**src/rtl/uart_tx_buffered.sv**
```systemverilog
// rtl/uart_tx_buffered.sv - FIFO-buffered 8N1 UART transmitter on the io-bus
module uart_tx_buffered #(
    parameter logic [31:0] BASE_ADDRESS = 32'd0,
    parameter int          BAUD_DIVIDE  = 2,
    parameter int          FIFO_DEPTH   = 8
) (
    input  logic        clk,
    input  logic        reset,
    input  logic [31:0] io_address,
    input  logic        io_read_en,
    input  logic [31:0] io_write_data,
    input  logic        io_write_en,
    output logic [31:0] io_read_data,
    output logic        uart_tx
);
    localparam int AW = $clog2(FIFO_DEPTH);
    localparam int CW = AW + 1;
    localparam int BW = $clog2(BAUD_DIVIDE);
    localparam logic [CW-1:0] FULL_COUNT  = CW'(FIFO_DEPTH);
    localparam logic [BW-1:0] BAUD_LAST   = BW'(BAUD_DIVIDE - 1);
    localparam logic [31:0]   STATUS_ADDR = BASE_ADDRESS;
    localparam logic [31:0]   DATA_ADDR   = BASE_ADDRESS + 32'd4;

    typedef enum logic [1:0] {
        S_IDLE,
        S_START,
        S_DATA,
        S_STOP
    } state_t;

    logic [7:0]    mem [FIFO_DEPTH];
    logic [AW-1:0] wr_ptr_q, wr_ptr_d;
    logic [AW-1:0] rd_ptr_q, rd_ptr_d;
    logic [CW-1:0] count_q, count_d;
    logic          ovf_q, ovf_d;
    state_t        state_q, state_d;
    logic [BW-1:0] baud_q, baud_d;
    logic [2:0]    bit_q, bit_d;
    logic [7:0]    shift_q, shift_d;
    logic          tx_q, tx_d;

    logic fifo_full;
    logic fifo_empty;
    logic write_hit;
    logic status_read;
    logic enq;
    logic deq;
    logic unused_write_bits;

    // Only the low byte of a DATA write carries payload.
    assign unused_write_bits = ^io_write_data[31:8];

    // Full/empty come from the pre-edge count so a same-cycle dequeue never makes room.
    assign fifo_full   = (count_q == FULL_COUNT);
    assign fifo_empty  = (count_q == '0);
    assign write_hit   = io_write_en && (io_address == DATA_ADDR);
    assign status_read = io_read_en && (io_address == STATUS_ADDR);
    assign enq         = write_hit && !fifo_full;
    assign uart_tx     = tx_q;

    // Read mux: STATUS is the only readable register; read strobe does not gate it.
    always_comb begin
        io_read_data = '0;
        if (io_address == STATUS_ADDR) begin
            io_read_data = {16'd0, 8'(count_q), 4'd0, ovf_q, (state_q != S_IDLE),
                            fifo_empty, !fifo_full};
        end
    end

    // FIFO pointer/count bookkeeping and sticky overflow (set beats read-clear).
    always_comb begin
        wr_ptr_d = wr_ptr_q;
        rd_ptr_d = rd_ptr_q;
        count_d  = count_q;
        ovf_d    = ovf_q;
        if (enq) wr_ptr_d = wr_ptr_q + AW'(1);
        if (deq) rd_ptr_d = rd_ptr_q + AW'(1);
        if (enq && !deq) begin
            count_d = count_q + CW'(1);
        end else if (!enq && deq) begin
            count_d = count_q - CW'(1);
        end
        if (write_hit && fifo_full) begin
            ovf_d = 1'b1;
        end else if (status_read) begin
            ovf_d = 1'b0;
        end
    end

    // Serializer next state; the stop bit's last cycle chains straight into the next start bit.
    always_comb begin
        state_d = state_q;
        baud_d  = baud_q;
        bit_d   = bit_q;
        shift_d = shift_q;
        deq     = 1'b0;
        unique case (state_q)
            S_IDLE: begin
                if (!fifo_empty) begin
                    deq     = 1'b1;
                    shift_d = mem[rd_ptr_q];
                    baud_d  = '0;
                    state_d = S_START;
                end
            end
            S_START: begin
                if (baud_q == BAUD_LAST) begin
                    baud_d  = '0;
                    bit_d   = '0;
                    state_d = S_DATA;
                end else begin
                    baud_d = baud_q + BW'(1);
                end
            end
            S_DATA: begin
                if (baud_q == BAUD_LAST) begin
                    baud_d  = '0;
                    shift_d = {1'b0, shift_q[7:1]};
                    if (bit_q == 3'd7) begin
                        state_d = S_STOP;
                    end else begin
                        bit_d = bit_q + 3'd1;
                    end
                end else begin
                    baud_d = baud_q + BW'(1);
                end
            end
            S_STOP: begin
                if (baud_q == BAUD_LAST) begin
                    baud_d = '0;
                    if (!fifo_empty) begin
                        deq     = 1'b1;
                        shift_d = mem[rd_ptr_q];
                        state_d = S_START;
                    end else begin
                        state_d = S_IDLE;
                    end
                end else begin
                    baud_d = baud_q + BW'(1);
                end
            end
            default: state_d = S_IDLE;
        endcase
    end

    // Line level follows the state being entered so the output is registered without extra lag.
    always_comb begin
        tx_d = 1'b1;
        if (state_d == S_START) begin
            tx_d = 1'b0;
        end else if (state_d == S_DATA) begin
            tx_d = shift_d[0];
        end
    end

    // FIFO storage; contents need no reset because count/pointers gate their use.
    always_ff @(posedge clk) begin
        if (enq) begin
            mem[wr_ptr_q] <= io_write_data[7:0];
        end
    end

    // State registers with synchronous reset; reset abandons any frame and drops queued bytes.
    always_ff @(posedge clk) begin
        if (reset) begin
            wr_ptr_q <= '0;
            rd_ptr_q <= '0;
            count_q  <= '0;
            ovf_q    <= 1'b0;
            state_q  <= S_IDLE;
            baud_q   <= '0;
            bit_q    <= '0;
            shift_q  <= '0;
            tx_q     <= 1'b1;
        end else begin
            wr_ptr_q <= wr_ptr_d;
            rd_ptr_q <= rd_ptr_d;
            count_q  <= count_d;
            ovf_q    <= ovf_d;
            state_q  <= state_d;
            baud_q   <= baud_d;
            bit_q    <= bit_d;
            shift_q  <= shift_d;
            tx_q     <= tx_d;
        end
    end
endmodule

```
**config.mk**
```make
export PLATFORM = sky130hd
export DESIGN_NAME = uart_tx_buffered
export DESIGN_NICKNAME = d
export VERILOG_FILES = /design/src/rtl/uart_tx_buffered.sv
export SDC_FILE = /design/constraint.sdc
export NUM_CORES = 1
export LEC_CHECK = 0
export CAP_MARGIN = 20
export CORE_MARGIN = 2
export CORE_UTILIZATION = 50
export DETAILED_ROUTE_END_ITERATION = 8
export PLACE_DENSITY = 0.79
export SETUP_SLACK_MARGIN = 0.15
export SYNTH_ARGS = -nofsm -noshare
export SYNTH_HDL_FRONTEND = slang
export SYNTH_SLANG_ARGS = --single-unit
```
**constraint.sdc**
```tcl
create_clock -name clk -period 4.65 [get_ports clk]
set_input_delay 0.6975 -clock clk [delete_from_list [all_inputs] [get_ports clk]]
set_output_delay 0.6975 -clock clk [all_outputs]
set_load 0.02 [all_outputs]
```
* Yosys cells after proc, flatten, opt, wreduce, memory -nomap -nowiden
Memory sizes are Yosys's and may differ from the RTL's. A register that Yosys moved wholly into a read port is not among the register bits.
Cells that the tools add are included.
** Word-level totals
- Latch bits :: 0
- Bits of input ports :: 68
- Bits in writable memories :: 64
- Memory bits (read-only) :: 0
- Memories :: 1
- Output and inout port bits :: 33
- Bits in registers :: 26
** Cells by class
- Equal/unequal tests :: 13
- Divide/modulo/power cells :: 0
- Reduce and logical (&&, ||, !) cells :: 20
- Multiply operators :: 0
- Order comparisons :: 0
- $add $sub $neg :: 6
- Bitwise logic cells :: 0
- Shift operators :: 0
- Multiplexer cells :: 32
** Memory list
- mem :: words 8, width 8, rd ports 1, clocked after Yosys merged registers in 1, write ports 1, line 31 : logic [7:0] mem [FIFO_DEPTH];
** Operators with widths (number)
- equality test 32 x 3 -> 1 bit (second input constant) :: 1
- logical NOT 32 bit :: 1
- 2-to-1 mux 8 bit :: 3
- one-hot mux 8 bit (3 select lines) :: 1
- 2-to-1 mux 3 bit :: 5
- 2-to-1 mux 12 bit :: 1
- 2-to-1 mux 1 bit :: 11
- 2-to-1 mux 2 bit :: 5
- inequality test 2 bit (second input constant) :: 5
- adder 3 x 1 -> 3 bit (second input constant) :: 3
- 2-to-1 mux 4 bit :: 2
- one-hot mux 2 bit (4 select lines) :: 1
- nonzero test 2 bit :: 4
- equality test 2 bit (second input constant) :: 3
- logical AND 1 bit :: 6
- one-hot mux 3 bit (2 select lines) :: 1
- adder 4 x 1 -> 4 bit (second input constant) :: 1
- equality test 2 x 1 -> 1 bit (second input constant) :: 2
- equality test 4 bit (second input constant) :: 1
- logical NOT 4 bit :: 1
- one-hot mux 1 bit (2 select lines) :: 2
- AND reduction 4 bit :: 1
- subtractor 4 x 1 -> 4 bit (second input constant) :: 1
- equality test 3 bit (second input constant) :: 1
- 6 further kinds :: 8

* Longest topological paths before layout
- Depth after elaboration :: 7
- Mapped depth :: 13
- Gate-level depth less buffers :: 13

* Least setup slack after synthesis
Ideal clock, no wire load.
- Path type :: in2reg
- Start :: in io_address[5]
- End :: reg count_q[3]
- Arrival :: 3108 ps
- Data required time :: 4579 ps
- Path slack :: 1472 ps
- Library setup time :: 71 ps
- Stages on the path :: 11
- Cells stage by stage :: nor4_2 -> nand4_2 -> a2111oi_4 -> ha_1 -> inv_1 -> ha_1 -> a21o_1 -> a21oi_1 -> xnor2_1 -> or3_1 -> a21oi_1
** On the way
- Cells in the longest elaborated chain, start to end :: 6
** RTL lines
- start: declaration :: line 9 : input logic [31:0] io_address,
- equality test 32 x 3 -> 1 bit * :: line 56 : assign write_hit = io_write_en && (io_address == DATA_ADDR);
- logical AND 1 bit * :: line 56
- logical AND 1 bit * :: line 58 : assign enq = write_hit && !fifo_full;
- named net enq :: line 46 : logic enq;
- logical NOT 1 bit :: line 80 : end else if (!enq && deq) begin
- logical AND 1 bit :: line 80
- nonzero test 2 bit (no source line)
- end signal: assignment :: line 178 : count_q <= count_d;
- end: declaration :: line 34 : logic [CW-1:0] count_q, count_d;
Mark *: on every way through the listed nets, which the timed path passes. The rest lies on a longest branch.
A chain may end at the register's enable or synchronous reset.

* Worst setup path in the final report
- Start :: in io_address[13]
- End :: out io_read_data[0]
** On the way
- Cells in the longest elaborated chain, start to end :: 2
** RTL lines
- logical NOT 32 bit :: line 64 : if (io_address == STATUS_ADDR) begin
- 2-to-1 mux 12 bit :: line 64
- end: declaration :: line 13 : output logic [31:0] io_read_data,
Every way passes these cells.

==> summary.md <==
| Metric | Value |
|---|---|
| Clock root buffer | clkbuf_8 |
| Grt ovf | 0 |
| EDFF count, synth | 64 |
| Async SR Flop Fraction | 0% |
| Largest net degree at the start of global routing | 24 |
| CTS tree | yes |
| Critical path class | in2out |
| Crit start category | input pin |
| Placed Area | 4770 µm² |
| Critical Path End Type | output port |
| Max incr delay on CP | 640 ps |
| Antenna violations before repair | 0 |
| Yosys warns | 0 |
| Die X | 96.0 µm |
| ANT cells | 0 |
| Post-DR wirelength/cell | 15.8 µm |
| RSZ-0062 raised after global routing | no |
| Gr usage total | 17.4% |
| Yosys top cell area share | 45.4% |
| Max_cap viols | 0 |
| Status | complete, no violations |
| Slowest CP cell | clkdlybuf4s50_1 |
| Dpl hpwl | 5.22 mm |
| Critical path fanouts, max | 8 |
| DRT Pass-1 Iters | 5 |
| Period utilization | 81.4% |
| Number of port buffers | 52 |
| IO Pins | 101 |
| Leakage | 1.72 nW |
| Required @ worst endpoint | 3950 ps |
| H-tree depth | 3 |
| Syn Area/Cell | 13.7 µm² |
| Slew headroom | 42.3% |
| Antenna viol nets, final | 0 |
| Vias/cell | 5.39 |
| Fmax | 264 MHz |
| Most frequent CP cell | clkdlybuf4s50_1 |
| Resized Gates After CTS | 0 |
| Maximum clock path buffer count | 2 |
| Worst reg2reg startpoint | state_q[1]$_SDFF_PP0_ |
| Slew @ Worst Pin | 862 ps |
| Min Tclk post-route | 3780 ps |
| Initial Util | 51.5% |
| Clock Pin Slew Worst Setup and Hold Paths | 90 ps |
| Sequential share of the synthesized area | 59.1% |
| Post-route cell area | 5020 µm² |
| Count of different cell masters after synthesis | 48 |
| Die height | 96.0 µm |
| Pins over their slew limit | 0 |
| First-pass GRT wire length | 11.8 mm |
| Leading post-synthesis cells by cell area | edfxtp_1 (45%), dfxtp_1 (14%), mux4_2 (8.0%) |
| Routed Wire Length | 7.50 mm |
| Cts hold-fix bufs | 0 |
| Final Hold Viols | 0 |
| Vias in the first global route | 2433 |
| Worst min-delay path category | reg2reg |
| Placement Rows | 33 |
| Final setup vio count | 0 |
| DRC violations left | 0 |
| Number of synthesized register bits | 93 |
| Main synth FF type | edfxtp_1 |
| Nets@finish | 446 |
| DIE AREA | 9220 µm² |
| Power density cells | 458 nW/µm² |
| Setup crit start | io_address[13] |
| Share of cells above drive strength 1 | 14.1% |
| Hold_sp | shift_q[7]$_SDFFE_PP0P_ |
| Skew-Pair Late Insertion Delay | 350 ps |
| DR iter-0 viols | 139 |
| Core box area | 8220 µm² |
| Setup TNS | 0 ps |
| Postcts setup bufs | 0 |
| # clock sinks | 93 |
| Max Clock Skew | 11.0 ps |
| Area grow syn2layout | 18.6% |
| Cell Chain, Critical Path | clkdlybuf4s50_1 -> nor4_2 -> nand4_2 -> nor3_1 -> a21boi_0 -> clkdlybuf4s50_1 |
| Mapped Cells | 308 |
| Vias | 2562 |
| IR drop worst, VDD | 319 µV |
| Routability cong. | 0.791 |
| Worst path arrival time | 3090 ps |
| TritonCTS Buffers | 9 |
| Leading area contributor after synthesis | edfxtp_1 |
| Netlist Area Pre-Place | 4230 µm² |
[placed cells by master, fill, tap and decap left out, types with 2 or more instances in the layout]
| cell type | n |
|---|---|
| clkdlybuf4s50_1 | 52 |
| clkbuf_8 | 9 |
| nor3_1 | 10 |
| nor4_2 | 4 |
| and2_1 | 6 |
| inv_1 | 8 |
| edfxtp_1 | 64 |
| mux4_2 | 15 |
| nand4_1 | 3 |
| nor4_1 | 4 |
| o21ai_0 | 3 |
| nand2b_1 | 2 |
| nor2_1 | 29 |
| clkbuf_16 | 3 |
| a21o_1 | 5 |
| xnor2_1 | 3 |
| xor2_1 | 2 |
| nor3b_1 | 4 |
| nand2_1 | 11 |
| a21oi_1 | 15 |
| ha_1 | 12 |
| conb_1 | 24 |
| mux2_2 | 7 |
| a211oi_1 | 2 |
| dfxtp_1 | 29 |
| a222oi_1 | 6 |
| nand3_1 | 4 |
| buf_4 | 4 |
| mux2i_1 | 7 |
[power by group]
group          leakage, nW  internal, W  switching (W)
Clock                0.118     0.000299       0.000278
Combinational        0.792     0.000341       0.000339
Sequential           0.811     0.000945      0.0000992
[final timing paths]
check                            end  slack (ps)  depth (start not counted)
max                  io_read_data[0]         870                          6
min          shift_q[7]$_SDFFE_PP0P_         470                          2
max reg2reg  count_q[3]$_SDFFE_PP0P_        1670                         12
min reg2reg  shift_q[7]$_SDFFE_PP0P_         470                          2
[stage by stage]
step           total power (W)  utilization [%]  instances  setup slack, ps  hold slack (ps)
6_report               0.00230             61.1        475              865              469
3_3_place_gp           0.00171             58.1        458              807              445
2_1_floorplan          0.00159                -        331             1470              436
3_5_place_dp           0.00173             58.1        458              691              453
5_1_grt                0.00244             61.1        475              655              508
4_1_cts                0.00230             60.9        474              778              467
[routing by layer]
metal	up-vias	global-route usage, %	wire [µm]
met5	-	0	0
met1	1248	21.6	3190
met2	71	29.6	3890
met4	0	5.24	56
met3	7	5.09	362
li1	1236	-	-
[flip-flops by register name, indices dropped and copies added (netlist names), named ones only]
signal and flops:
baud_q 1, bit_q 3, count_q 4, mem 64
ovf_q 1, rd_ptr_q 3, shift_q 8, state_q 2
uart_tx 1, wr_ptr_q 3
[cell type report]
type | count | area, µm²
clock buffers | 13 | 203
fillers | 601 | 3200
well taps | 105 | 131
repair buffers | 57 | 566
inverters | 8 | 30.0
flip-flops and latches | 93 | 2500
clock inverters | 3 | 28.8
multi-input cells | 196 | 1560
[cell families after synthesis]
kind of cell	synth area share, %
AOI/OAI and AO/OA	7.15
xor gates and xnor gates	1.03
adders and majority gates	4.02
buffers and inverters	6.12
DFF	59.1
muxes	11.5
other	0.0886
and+or+nand+nor	11.0
[synthesized netlist by cell type (2+ instances only)]
cell type  count
edfxtp_1      64
dfxtp_1       29
nor2_1        29
buf_4         24
a21oi_1       15
mux4_2        15
ha_1          12
nand2_1       11
nor3_1        10
inv_1          8
mux2_2         7
mux2i_1        7
a222oi_1       6
and2_1         6
a21o_1         5
clkbuf_1       4
nand3_1        4
nor3b_1        4
nor4_1         4
nor4_2         4
buf_2          3
nand4_1        3
o21ai_0        3
xnor2_1        3
a211oi_1       2
buf_1          2
nand2b_1       2
xor2_1         2
[critical path: cells and delay by family]
family | cells | cell delay, ps
AO/OA/AOI/OAI | 1 | 230
buffers and inverters | 2 | 1070
AND/OR/NAND/NOR | 3 | 1090
(Power assumes the default switching activity.)
